## src/rtl/tw_addr_gen_mdc_if.sv

```systemverilog
// Handshake and address bus between a twiddle address sequencer and its driver.
// The master drives requests and operands; the slave returns the address stream and status.
interface tw_addr_gen_mdc_if #(
   parameter int LOGN = 12
);
   logic            start;
   logic            intt;
   logic            in_valid;
   logic            busy;
   logic [LOGN-1:0] raddr;
   logic            intt_o;
   logic            addr_valid;
   logic            tw_valid;
   logic            done;

   modport master (
      output start, intt, in_valid,
      input  busy, raddr, intt_o, addr_valid, tw_valid, done
   );

   modport slave (
      input  start, intt, in_valid,
      output busy, raddr, intt_o, addr_valid, tw_valid, done
   );
endinterface

```

## src/rtl/tw_addr_gen_mdc.sv

```systemverilog
// Per-stage twiddle ROM read-address sequencer for the MDC NWC NTT/INTT pipeline.
// One address per accepted butterfly; tw_valid/done are delayed to line up with ROM wrapper dout.
module tw_addr_gen_mdc #(
   parameter int LOGN       = 12,
   parameter int STAGE      = 0,
   parameter int DELAY_BROM = 2
)(
   input  logic              clk,
   input  logic              rst_n,
   tw_addr_gen_mdc_if.slave  io_bus
);
   localparam int SH_NTT  = LOGN - 1 - STAGE;
   localparam int SH_INTT = STAGE;
   localparam logic [LOGN-2:0] CNT_LAST = '1;

   localparam logic [1:0] S_IDLE  = 2'd0;
   localparam logic [1:0] S_RUN   = 2'd1;
   localparam logic [1:0] S_DRAIN = 2'd2;

   logic [1:0]          r_state;
   logic [LOGN-2:0]     r_cnt;
   logic [LOGN-1:0]     r_raddr;
   logic                r_intt_o;
   logic                r_addr_valid;
   logic                r_last;
   logic [DELAY_BROM:0] r_vpipe;
   logic [DELAY_BROM:0] r_lpipe;

   logic                w_accept;
   logic                w_cnt_last;
   logic                w_done;
   logic [LOGN-2:0]     w_cnt_sh;

   assign w_accept   = (r_state == S_RUN) && io_bus.in_valid;
   assign w_cnt_last = (r_cnt == CNT_LAST);
   // CT walks groups from coarse to fine; GS mirrors the stage order.
   assign w_cnt_sh   = r_intt_o ? (r_cnt >> SH_INTT) : (r_cnt >> SH_NTT);
   assign w_done     = r_vpipe[DELAY_BROM] & r_lpipe[DELAY_BROM];

   always_ff @(posedge clk) begin
      if (!rst_n) begin
         r_state      <= S_IDLE;
         r_cnt        <= '0;
         r_raddr      <= '0;
         r_intt_o     <= 1'b0;
         r_addr_valid <= 1'b0;
         r_last       <= 1'b0;
         r_vpipe      <= '0;
         r_lpipe      <= '0;
      end else begin
         r_addr_valid <= w_accept;
         r_last       <= w_accept & w_cnt_last;
         if (w_accept) begin
            r_raddr <= {1'b0, w_cnt_sh};
         end

         // DELAY_BROM ROM cycles plus the wrapper's output register.
         r_vpipe[0] <= r_addr_valid;
         r_lpipe[0] <= r_addr_valid & r_last;
         for (int i = 1; i <= DELAY_BROM; i++) begin
            r_vpipe[i] <= r_vpipe[i-1];
            r_lpipe[i] <= r_lpipe[i-1];
         end

         case (r_state)
            S_IDLE: begin
               if (io_bus.start) begin
                  r_intt_o <= io_bus.intt;
                  r_cnt    <= '0;
                  r_state  <= S_RUN;
               end
            end
            S_RUN: begin
               if (w_accept) begin
                  if (w_cnt_last) begin
                     r_state <= S_DRAIN;
                  end else begin
                     r_cnt <= r_cnt + 1'b1;
                  end
               end
            end
            S_DRAIN: begin
               if (w_done) begin
                  r_state <= S_IDLE;
               end
            end
            default: r_state <= S_IDLE;
         endcase
      end
   end

   assign io_bus.busy       = (r_state != S_IDLE);
   assign io_bus.raddr      = r_raddr;
   assign io_bus.intt_o     = r_intt_o;
   assign io_bus.addr_valid = r_addr_valid;
   assign io_bus.tw_valid   = r_vpipe[DELAY_BROM];
   assign io_bus.done       = w_done;
endmodule
```

## src/flat_wrapper.sv

```systemverilog
// flat-port wrapper written by rule: the top's interface ports become plain ports
module tw_addr_gen_mdc_flat 
#(
   parameter int LOGN       = 12,
   parameter int STAGE      = 0,
   parameter int DELAY_BROM = 2
)
  (clk, rst_n, io_bus_start, io_bus_intt, io_bus_in_valid, io_bus_busy, io_bus_raddr, io_bus_intt_o, io_bus_addr_valid, io_bus_tw_valid, io_bus_done);
  tw_addr_gen_mdc_if #(.LOGN(LOGN)) io_bus_i ();
  input  logic clk;
  input  logic rst_n;
  input wire logic [$bits(io_bus_i.start)-1:0] io_bus_start;
  input wire logic [$bits(io_bus_i.intt)-1:0] io_bus_intt;
  input wire logic [$bits(io_bus_i.in_valid)-1:0] io_bus_in_valid;
  output wire logic [$bits(io_bus_i.busy)-1:0] io_bus_busy;
  output wire logic [$bits(io_bus_i.raddr)-1:0] io_bus_raddr;
  output wire logic [$bits(io_bus_i.intt_o)-1:0] io_bus_intt_o;
  output wire logic [$bits(io_bus_i.addr_valid)-1:0] io_bus_addr_valid;
  output wire logic [$bits(io_bus_i.tw_valid)-1:0] io_bus_tw_valid;
  output wire logic [$bits(io_bus_i.done)-1:0] io_bus_done;
  assign io_bus_i.start = io_bus_start;
  assign io_bus_i.intt = io_bus_intt;
  assign io_bus_i.in_valid = io_bus_in_valid;
  assign io_bus_busy = io_bus_i.busy;
  assign io_bus_raddr = io_bus_i.raddr;
  assign io_bus_intt_o = io_bus_i.intt_o;
  assign io_bus_addr_valid = io_bus_i.addr_valid;
  assign io_bus_tw_valid = io_bus_i.tw_valid;
  assign io_bus_done = io_bus_i.done;
  tw_addr_gen_mdc #(.LOGN(LOGN), .STAGE(STAGE), .DELAY_BROM(DELAY_BROM)) u_core (.clk(clk), .rst_n(rst_n), .io_bus(io_bus_i));
endmodule
```

## config.mk

```make
export PLATFORM = sky130hd
export DESIGN_NAME = tw_addr_gen_mdc_flat
export DESIGN_NICKNAME = d
export VERILOG_FILES = /design/src/rtl/tw_addr_gen_mdc_if.sv /design/src/rtl/tw_addr_gen_mdc.sv /design/src/flat_wrapper.sv
export SDC_FILE = /design/constraint.sdc
export NUM_CORES = 1
export LEC_CHECK = 0
export CORE_AREA = 4 4 58 60
export DETAILED_ROUTE_END_ITERATION = 6
export DIE_AREA = 0 0 62 64
export PLACE_DENSITY = 0.74
export SLEW_MARGIN = 20
export SYNTH_ARGS = -nofsm -noshare
export SYNTH_HDL_FRONTEND = slang
export SYNTH_SLANG_ARGS = --single-unit
export TNS_END_PERCENT = 50
```

## constraint.sdc

```tcl
create_clock -name clk -period 2.14 [get_ports clk]
set_clock_uncertainty 0.05 [all_clocks]
set_input_delay 0.428 -clock clk [delete_from_list [all_inputs] [get_ports clk]]
set_output_delay 0.428 -clock clk [all_outputs]
set_load 0.03 [all_outputs]
```

==> flow_summary.yaml <==
clock_network:
  path_clk_slew_ns: 0.09
  cts.sinks: 33
  cts_hold_buf: 0
  cts_max_level: 2
  clk_path_buf_depth: 2
  cts-root-buf: "clkbuf_4"
  cts_tree: "yes"
  cts_resized: 1
  cts_setup_buffers: 0
  numCtsBuffers: 5
  insertion_delay_ns: 0.33
timing:
  grt_setup_unrepaired: "false"
  fmax_mhz: 508.2
  finalCritPeriodShare: 0.9195
  drv_slew: 0
  setup_viol: 0
  fin_tns_setup_ns: 0
  worst_slack_ns: 0.1723
  hold_viol: 0
  period_needed_ns: 1.968
flow_run:
  drv_cap: 0
yosys:
  synthTopCellsByCount: "dfxtp_1, nand2_1, a21boi_0, nand3_1, and2_1"
  synth_area_leaders: "dfxtp_1, a21boi_0, nand2_1"
  synth_area_per_cell_sq_um: 8.599
  synthArstFlopShare: 0
  synth_ff_type: "dfxtp_1"
  yosysSeqAreaShare: 0.4656
  yosys_register_bits: 33
  netlist_area_sq_um: 1419
  synthCells: 165
  synth.distinct_cells: 36
  synth_top_area_frac: 0.4656
  synth_warnings: 0
  synth.most_common_cell: "dfxtp_1"
  synth_nets: 171
  synth_area_leader_cell: "dfxtp_1"
  synth_edf_count: 0
global_routing:
  grt_pass1_vias: 1158
  grt_max_degree: 17
  grt_overflow_total: 0
  grt_pass1_wl_um: 5119
  antenna_found_initial: 0
  grt_usage: 0.1768
layout:
  finalNetCount: 199
  multi_input_area_sq_um: 684.4
  fillers: 261
  diodes: 0
  layout-drive-gt1-share: 0.1451
  area_growth_pct: 23.54
  seq_area_sq_um: 660.6
setup_path:
  worst-path-stages: 2
  rr_worst_depth: 5
  reg2reg_slack_ns: 0.24
  cp-end-kind: "output pin"
  crit_path_max_incr_delay_ns: 0.68
  r2r_end: "u_core.r_cnt[8]$_SDFFE_PN0P_"
  critPathSlowestCell: "clkdlybuf4s50_1"
  arrival_ns: 1.49
  r2r-start: "u_core.r_cnt[0]$_SDFFE_PN0P_"
  worstPathRequired_ns: 1.66
  cp-start-kind: "register"
  crit_type: "register to output pin"
  cp_max_fo: 2
  worstPathCellList: "and2_1 > clkdlybuf4s50_1"
  crit_family: "buffers and inverters"
  critical_path_buf_inv_count: 1
  setup.worst_path.end: "io_bus_done"
  crit_start: "u_core.r_vpipe[2]$_SDFF_PN0_"
die:
  start_util: 0.4846
  ioPinCount: 22
  core_sq_um: 2928
  floorplan.die_area_sq_um: 3968
  die_x_um: 62
  die_h_um: 64
  rows: 20
place:
  place_ws_ns: 0.03604
  port_buffers: 20
  dp_hpwl_um: 2247
  routabilityCongestion: 0.8814
drt:
  antenna_left: 0
  wl_per_cell_um: 13.44
  vias: 1218
  drcViolationCount: 0
  drtIter0Drc: 44
  wl_um: 3037
  firstDrtPassIters: 4
  vias_per_cell: 5.389
power:
  peakVddDrop_v: 0.0005321
  p_per_area_nw_per_um2: 614.1
  finalPower_w: 0.001076
  leakage_nw: 0.6218
min_path:
  min-delay-path-class: "register to register"
status:
  outcome: "complete, no violations"
[cells in the final DEF (no fill, tap or decap), types with 4 or more instances in the layout]
| master | n |
|---|---|
| a21boi_0 | 15 |
| and2_1 | 7 |
| buf_4 | 12 |
| clkbuf_4 | 5 |
| clkdlybuf4s50_1 | 19 |
| dfxtp_1 | 33 |
| inv_1 | 6 |
| nand2_1 | 28 |
| nand3_1 | 15 |
| nor2_1 | 4 |
| nor3_1 | 5 |
| o21ai_0 | 6 |
| o221a_2 | 4 |
| or3_1 | 4 |
[routing by layer]
layer  GRT usage  share of wire
met3     0.07475          0.042
met1      0.2118           0.44
met5           0              0
met2      0.2720           0.50
met4     0.07162          0.017
[sequential cells by signal (all words and copies together) (netlist names)]
register                  cells
u_core.io_bus.intt_o          1
u_core.r_lpipe                3
u_core.r_vpipe                3
u_core.r_cnt                 11
u_core.r_state                2
u_core.io_bus.addr_valid      1
u_core.io_bus.raddr          11
u_core.r_last                 1
[power breakdown]
part | total, W | leakage (nW) | switching [W] | internal [W]
registers | 0.000625 | 0.266 | 0.00000587 | 0.000619
logic | 0.0000994 | 0.324 | 0.0000557 | 0.0000437
clock network | 0.000352 | 0.0314 | 0.000197 | 0.000155
[cell families (layout without fill, tap and decap cells)]
| logic type | count (synthesis) | in the layout | share of synthesized area |
|---|---|---|---|
| buffers and inverters | 17 | 45 | 0.05203 |
| AOI/OAI and AO/OA | 34 | 34 | 0.1790 |
| and+or+nand+nor | 78 | 78 | 0.2839 |
| muxes | 1 | 1 | 0.007936 |
| other | 1 | 1 | 0.002643 |
| adders and majority gates | 1 | 1 | 0.008817 |
| DFF | 33 | 33 | 0.4656 |
[layout make-up]
class | instances | share of cell area
repair buffers | 32 | 0.1649
multi-input cells | 115 | 0.3904
clock buffers | 7 | 0.03141
inverters | 6 | 0.01285
well taps | 33 | 0.02355
flip-flops and latches | 33 | 0.3769
[stage by stage]
| step | util | hold WS [ns] | area [sq um] | cells |
|---|---|---|---|---|
| after floorplan | - | 0.3619 | 1419 | 165 |
| after global placement | 0.5803 | 0.3681 | 1699 | 219 |
| after detailed placement | 0.5803 | 0.3740 | 1699 | 219 |
| after CTS | 0.5987 | 0.3962 | 1753 | 226 |
| after global routing | 0.5987 | 0.4249 | 1753 | 226 |
| final | 0.5987 | 0.3945 | 1753 | 226 |
[worst min path at each step]
stage                                       from                            to  slack, ns  depth (start not counted)
floorplan           u_core.r_lpipe[0]$_SDFF_PN0_  u_core.r_lpipe[1]$_SDFF_PN0_       0.36                          1
global placement    u_core.r_vpipe[1]$_SDFF_PN0_  u_core.r_vpipe[2]$_SDFF_PN0_       0.37                          1
detailed placement  u_core.r_lpipe[0]$_SDFF_PN0_  u_core.r_lpipe[1]$_SDFF_PN0_       0.37                          1
CTS                 u_core.r_lpipe[0]$_SDFF_PN0_  u_core.r_lpipe[1]$_SDFF_PN0_       0.40                          1
global route        u_core.r_lpipe[1]$_SDFF_PN0_  u_core.r_lpipe[2]$_SDFF_PN0_       0.42                          1
finish              u_core.r_vpipe[0]$_SDFF_PN0_  u_core.r_vpipe[1]$_SDFF_PN0_       0.39                          1
Note: power is estimated with default switching activity, not from simulation.
